==> src/rtl/bb_arb_pkg.sv <==
// Shared types and helpers for the bb resource arbiter and its round-robin picker.
package bb_arb_pkg;

    typedef enum logic [1:0] {
        IDLE  = 2'd0,
        ISSUE = 2'd1,
        WAIT  = 2'd2,
        DONE  = 2'd3
    } arb_state_e;

    localparam int N_DEFAULT = 4;
    localparam int W_DEFAULT = 8;

    // Pointer width for N requesters; never narrower than one bit.
    function automatic int ptr_w(input int n);
        return (n < 2) ? 1 : $clog2(n);
    endfunction

    localparam int PTR_W = ptr_w(N_DEFAULT);

endpackage

==> src/rtl/rr_pick.sv <==
// Combinational round-robin picker: first asserted req at or after ptr, wrapping mod N.
module rr_pick
    import bb_arb_pkg::*;
#(
    parameter  int N  = N_DEFAULT,
    localparam int PW = ptr_w(N)
) (
    input  logic [N-1:0]  req,
    input  logic [PW-1:0] ptr,
    output logic          any,
    output logic [PW-1:0] idx
);

    always_comb begin
        any = |req;
        idx = '0;
        // Scan from the far end so the candidate closest to ptr is written last.
        for (int i = N - 1; i >= 0; i--) begin
            if (req[(int'(ptr) + i) % N]) begin
                idx = PW'((int'(ptr) + i) % N);
            end
        end
    end

endmodule

==> src/rtl/bb_share_arbiter.sv <==
// Round-robin sharing of one registered AND unit (bb) between N requesters,
// sequencing issue, wait and a one-cycle ack per operation.
module bb_share_arbiter
    import bb_arb_pkg::*;
#(
    parameter int N = N_DEFAULT,
    parameter int W = W_DEFAULT
) (
    input  logic           clk,
    input  logic           rst_n,
    input  logic [N-1:0]   req,
    input  logic [N*W-1:0] op_a,
    input  logic [N*W-1:0] op_b,
    output logic [N-1:0]   ack,
    output logic [W-1:0]   rsp_data,
    output logic           busy,
    output logic [W-1:0]   bb_in1,
    output logic [W-1:0]   bb_in2,
    input  logic [W-1:0]   bb_out
);

    localparam int PW = ptr_w(N);

    arb_state_e    state_q, state_d;
    logic [PW-1:0] rr_ptr_q, rr_ptr_d;
    logic [PW-1:0] gnt_idx_q, gnt_idx_d;
    logic [W-1:0]  bb_in1_q, bb_in1_d;
    logic [W-1:0]  bb_in2_q, bb_in2_d;
    logic [W-1:0]  rsp_q, rsp_d;
    logic [N-1:0]  ack_q, ack_d;

    logic          pick_any;
    logic [PW-1:0] pick_idx;

    rr_pick #(.N(N)) u_pick (
        .req (req),
        .ptr (rr_ptr_q),
        .any (pick_any),
        .idx (pick_idx)
    );

    always_ff @(posedge clk or negedge rst_n) begin
        if (!rst_n) begin
            state_q   <= IDLE;
            rr_ptr_q  <= '0;
            gnt_idx_q <= '0;
            bb_in1_q  <= '0;
            bb_in2_q  <= '0;
            rsp_q     <= '0;
            ack_q     <= '0;
        end else begin
            state_q   <= state_d;
            rr_ptr_q  <= rr_ptr_d;
            gnt_idx_q <= gnt_idx_d;
            bb_in1_q  <= bb_in1_d;
            bb_in2_q  <= bb_in2_d;
            rsp_q     <= rsp_d;
            ack_q     <= ack_d;
        end
    end

    // The bb operand registers double as the operand latch: loaded only on entry
    // to ISSUE and zero in every other state.
    always_comb begin
        state_d   = state_q;
        rr_ptr_d  = rr_ptr_q;
        gnt_idx_d = gnt_idx_q;
        bb_in1_d  = '0;
        bb_in2_d  = '0;
        rsp_d     = rsp_q;
        ack_d     = '0;
        unique case (state_q)
            IDLE: begin
                if (pick_any) begin
                    state_d   = ISSUE;
                    gnt_idx_d = pick_idx;
                    bb_in1_d  = op_a[int'(pick_idx)*W +: W];
                    bb_in2_d  = op_b[int'(pick_idx)*W +: W];
                    rr_ptr_d  = (pick_idx == PW'(N - 1)) ? '0 : pick_idx + PW'(1);
                end
            end
            ISSUE: begin
                state_d = WAIT;
            end
            WAIT: begin
                state_d          = DONE;
                rsp_d            = bb_out;
                ack_d[gnt_idx_q] = 1'b1;
            end
            DONE: begin
                state_d = IDLE;
            end
            default: begin
                state_d = IDLE;
            end
        endcase
    end

    assign ack      = ack_q;
    assign rsp_data = rsp_q;
    assign busy     = (state_q != IDLE);
    assign bb_in1   = bb_in1_q;
    assign bb_in2   = bb_in2_q;

endmodule
==> config.mk <==
export PLATFORM = sky130hd
export DESIGN_NAME = bb_share_arbiter
export DESIGN_NICKNAME = d
export VERILOG_FILES = /design/src/rtl/bb_arb_pkg.sv /design/src/rtl/rr_pick.sv /design/src/rtl/bb_share_arbiter.sv
export SDC_FILE = /design/constraint.sdc
export NUM_CORES = 1
export LEC_CHECK = 0
export ABC_AREA = 1
export BUFFER_PORTS_ARGS = -buffer_cell sky130_fd_sc_hd__buf_2
export CAP_MARGIN = 20
export CORE_MARGIN = 4
export CORE_UTILIZATION = 35
export CTS_CLUSTER_DIAMETER = 100
export DETAILED_ROUTE_END_ITERATION = 8
export SLEW_MARGIN = 20
export SYNTH_ARGS = -nofsm -noshare
export SYNTH_HDL_FRONTEND = slang
export SYNTH_SLANG_ARGS = --single-unit
==> constraint.sdc <==
create_clock -name clk -period 2.02 [get_ports clk]
set_input_delay 0.101 -clock clk [delete_from_list [all_inputs] [get_ports clk]]
set_output_delay 0.101 -clock clk [all_outputs]
set_load 0.005 [all_outputs]
After elaboration in Yosys (flattened, before gate mapping). Cells that the tools add are included. W data, S select, Z words.

Bits in registers: 34. Bits of input ports: 78. Output and inout port bits: 29.

$add $sub $neg: 4. $lt $le $gt $ge: 6. Eq/ne operators: 5. Shift operators: 2. Mux-type cells: 25. Bitwise operators: 3. Reductions and logical operators: 8.

Operators with widths (number): $shiftx A32 B6 Y8 (2); $mux W8 (4); $lt A3 B4 Y1 const B (3); $mux W2 (6); $bmux W1 S2 (4); $mux W1 (8); $pmux W2 S4 (1); $eq A2 B2 Y1 const B (3); $lt A2 B3 Y1 const B (2); $reduce_or A2 Y1 (3); $add A2 B1 Y2 const B (2); $add A2 B2 Y2 const B (2); $mux W4 (1); $reduce_or A4 Y1 (1); $and A1 B1 Y1 const A (3); $demux W1 S2 (1); $eq A2 B1 Y1 const B (1); $ge A2 B1 Y1 const B (1); $logic_not A2 Y1 (1); $ne A2 B2 Y1 const B (1); $reduce_and A2 Y1 (1); $reduce_bool A2 Y1 (1); $logic_and A1 B1 Y1 (1).

Longest topological paths before layout.
Depth after elaboration: 13. Mapped depth: 13. Mapped depth without buffers: 11.

By module. From an unflattened synthesis, not the netlist that was laid out.

Cell total of the unflattened synthesis: 296. Area total of the unflattened synthesis: 1986.9 µm².

Modules (own cells, without submodules): bb_share_arbiter (instances 1, cells an instance 250, area each 1798.0 µm²); rr_pick (instances 1, cells an instance 46, area each 188.9 µm²).

Worst setup path before layout. Ideal clock, no wire load.

Path kind: reg-to-reg. From: register rr_ptr_q[0]. To: register bb_in1_q[0], in the netlist bb_in1[0]. Data arrival time: 1.485 ns. Data required time: 1.884 ns. Setup slack: 0.398 ns. Stages on the path, launching flop included: 11. Path buffers: 2. Period minus slack after synthesis: 1.622 ns. Path through: dfrtp_1 -> buf_4 -> o21ai_1 -> nand2_1 -> nand2_1 -> inv_2 -> nand3_2 -> buf_1 -> nand3b_1 -> nand3_1 -> a21oi_1.

Cells in the longest elaborated chain, start to end: 11. Elaborated cells between the ends (all ways): 21. Those cells by class: 3 x add/sub; 1 x shift; 17 x mux.

Ends and longest elaborated chain: start, declared (line bb_share_arbiter.sv:25) `logic [PW-1:0] rr_ptr_q, rr_ptr_d;`; start signal, assigned (line bb_share_arbiter.sv:53) `rr_ptr_q <= rr_ptr_d;`; $add A2 B2 Y2 (line rr_pick.sv:19, rr_pick.sv:20); $bmux W1 S2 (line rr_pick.sv:19) `if (req[(int'(ptr) + i) % N]) begin`; $mux W1 (not written as such) (2 in a row) (line rr_pick.sv:19); $mux W2 (3 in a row) (line rr_pick.sv:19); $mux W2 (*) (line rr_pick.sv:19); $shiftx A32 B6 Y8 (*) (line bb_share_arbiter.sv:77) `bb_in1_d = op_a[int'(pick_idx)*W +: W];`; $mux W8 (*) (line bb_share_arbiter.sv:74) `if (pick_any) begin`; $mux W8 (*) (line bb_share_arbiter.sv:72) `unique case (state_q)`; via bb_in1_d[0] (line bb_share_arbiter.sv:27) `logic [W-1:0] bb_in1_q, bb_in1_d;`; end signal, assigned (line bb_share_arbiter.sv:55) `bb_in1_q <= bb_in1_d;`; end, declared (line bb_share_arbiter.sv:27).

The timed path passes the listed nets; every way through them passes the cells marked *. The select of a mux whose other input is x is not followed. A chain may end at the register's enable or synchronous reset.

Worst setup path in the final report.
From: register rr_ptr_q[0]. To: register bb_in1_q[6], in the netlist bb_in1[6].

The elaborated chain is that of the path after synthesis.

==> summary.md <==
| Metric | Value |
|---|---|
| Drc violations | `0` |
| Fmax | `551 MHz` |
| Critical Path Max Stage Delay | `490 ps` |
| IO Pins | `107` |
| Ys flop type | `dfrtp_1` |
| Port bufs | `106` |
| CTS Buf Count | `5` |
| CP startpoint kind | `flip-flop` |
| Share of cells above drive strength 1 | `32.9%` |
| WL/cell | `12.0 um` |
| Leakage power | `1.76 nW` |
| RSZ-0062 raised after global routing | `no` |
| Synth Area in Simple Gates | `36.0%` |
| Most frequent cells in the layout | `buf_2 (106), nand2_1 (75), inv_1 (60)` |
| Post-route minimum period | `1820 ps` |
| Fin. max-slew vios | `0` |
| Synth Area in Compound Gates | `7.69%` |
| HPWL after DPL | `4520 um` |
| Most common cell after layout, fill and taps aside | `buf_2` |
| Tcrit/Tclk final | `89.9%` |
| CP Class | `flip-flop to flip-flop` |
| Gr ovfl total | `0` |
| Hold Path Class | `input pin to flip-flop` |
| Largest net degree at the start of global routing | `35` |
| Via density | `4.62` |
| Clock slew at reported path FFs | `80 ps` |
| VDD IR-drop max | `0.785 mV` |
| Hold Violations, Final | `0` |
| Number of setup buffers added after CTS | `0` |
| Sequential fraction of the synthesis area | `39.6%` |
| Synth Area in Adders | `1.16%` |
| Syn_nets | `384` |
| Largest family of logic cells by synthesized area | `simple AND/OR/NAND/NOR gates` |
| Setup TNS | `0 ps` |
| Worst Tran Pin Value | `757 ps` |
| Crit path max-delay cell type | `dfrtp_2` |
| Rows | `28` |
| TritonRoute pass-1 iters | `4` |
| Mapped Avg Cell Area | `7.07 um^2` |
| Finished Layout Cells | `489` |
| DIE WIDTH | `86.3 um` |
| Number of synthesized flops with an enable pin | `0` |
| Max-cap violations | `0` |
| Vert. Die Dim | `86.3 um` |
| Area growth syn-to-layout | `33.1%` |
| Vias in the first global route | `2,137` |
| Synth warnings | `0` |
| Die footprint | `0.00746 mm^2` |
| Antenna-violating nets left | `0` |
| Total GRT Usage | `16.2%` |
| Clk_skew | `9.30 ps` |
| Worst setup EP type | `flip-flop` |
| Crit path cell chain | `inv_1 -> nand2_1 -> nor2_1 -> nor2_4 -> nand3b_1 -> o21ai_4 -> inv_2 -> nand3_1 -> a21oi_1` |
| Antenna cells | `0` |
| Worst skew pair latency | `290 ps` |
| Crit path max fanout | `17` |
| Final hold slack | `20.1 ps` |
| First-pass GRT wire length | `9680 um` |
| Root buffer cell | `clkbuf_8` |
| CTS tree | `yes` |
| H-tree depth | `2` |
| DRT iter0 DRCs | `62` |
| FFs w/ async S/R, synth | `100%` |
| Pwr per Cell Area | `1490 mW/mm^2` |
| Slew HR | `49.5%` |
| Final wirelength | `5850 um` |
| Initial core utilization | `36.1%` |
| Initial antenna violation count | `0` |
| Mapped Cells | `304` |
| Placed cell count | `480` |
| Clock buffer depth | `2` |
| Outcome | `finished, final reports clean` |
| #FFs+latches synth | `34` |
| Worst EP arrival | `2020 ps` |
| Worst reg2reg setup slack | `200 ps` |
| Yosys cell types | `28` |
| Core Util, Final | `48.0%` |
| Mapped cell area | `0.00215 mm^2` |
| CP required | `2220 ps` |
| # clock sinks | `34` |
| XOR/XNOR Fraction of Synth Area | `0%` |
| Core Footprint | `0.00596 mm^2` |
| Via count | `2,257` |
| Routability Congestion | `0.840` |
| Mux share of post-synthesis cell area | `0%` |
| Nets | `493` |
| Count of final setup violators | `0` |
## sequential cells by signal, indices dropped and copies added, names as in the netlist
name,flops
bb_in1,8
bb_in2,8
rsp_data,8
ack,4
gnt_idx_q,2
rr_ptr_q,2
state_q,2
## stage by stage
| stage | area (um^2) | setup WS [ps] | total power, mW |
|---|---|---|---|
| 2_1_floorplan | 2150 | 398 | 3.02 |
| 3_3_place_gp | 2760 | 209 | 3.73 |
| 3_5_place_dp | 2760 | 156 | 3.75 |
| 4_1_cts | 2860 | 134 | 4.30 |
| 5_1_grt | 2860 | 44.0 | 4.72 |
| 6_report | 2860 | 205 | 4.25 |
## area by class of cell
| type | instances | area (um^2) |
|---|---|---|
| fillers | 658 | 3100 |
| multi-input cells | 190 | 963 |
| flip-flops and latches | 34 | 852 |
| repair buffers | 117 | 616 |
| inverters | 65 | 244 |
| well taps | 75 | 93.8 |
| clock buffers | 7 | 86.3 |
| clock inverters | 1 | 5.00 |
## power breakdown
part / leakage (nW) / switching (mW) / total [mW] / internal [mW]
clock network: 0.0482 / 0.248 / 0.523 / 0.275
logic: 1.27 / 1.63 / 2.68 / 1.04
registers: 0.440 / 0.124 / 1.05 / 0.926
## critical path, delay by kind of cell, from the launching register on
kind	cells	cell delay, ps
simple gates	5	570
buf+inv	2	410
compound gates	2	260
flops	1	490
## worst paths after layout
| check | start | to | depth (start not counted) |
|---|---|---|---|
| max in group asynchronous | rst_n | rr_ptr_q[0] | 2 |
| worst min register to register | gnt_idx_q[0] | ack[0] | 1 |
| worst min-delay path | bb_out[7] | rsp_data[7] | 3 |
| min in group asynchronous | rst_n | state_q[1] | 2 |
| worst max-delay path | rr_ptr_q[0] | bb_in1[6] | 9 |
| worst max register to register | rr_ptr_q[0] | bb_in1[6] | 9 |
## cells in the mapped netlist (3+ instances only)
| master | count | area, um^2 |
|---|---|---|
| nand2_1 | 75 | 282 |
| buf_4 | 3 | 22.5 |
| nor3_1 | 4 | 20.0 |
| inv_2 | 4 | 15.0 |
| buf_2 | 6 | 30.0 |
| inv_1 | 60 | 225 |
| dfrtp_1 | 34 | 851 |
| nor2_1 | 7 | 26.3 |
| clkbuf_1 | 3 | 11.3 |
| nand3_1 | 53 | 265 |
| a21oi_1 | 16 | 80.1 |
| nand3b_1 | 17 | 128 |
## cell families (layout without fill, tap and decap cells)
group / Yosys count / after routing
buffers and inverters: 80 / 190
adders and majority gates: 2 / 2
AOI/OAI and AO/OA: 26 / 26
DFF: 34 / 34
and+or+nand+nor: 162 / 162
## repair_timing
item | in CTS | in global routing
hold endpoints to repair | 34 | 0
setup endpoints to repair | 0 | 18
resized for setup | 0 | 1
hold buffers | 1 | 0
## routing by layer
metal  wire [um]  track usage, %
met4          73            5.10
met2        2660            26.5
met3         510            4.18
met5           0               0
met1        2600            20.8
(Power assumes the default switching activity.)
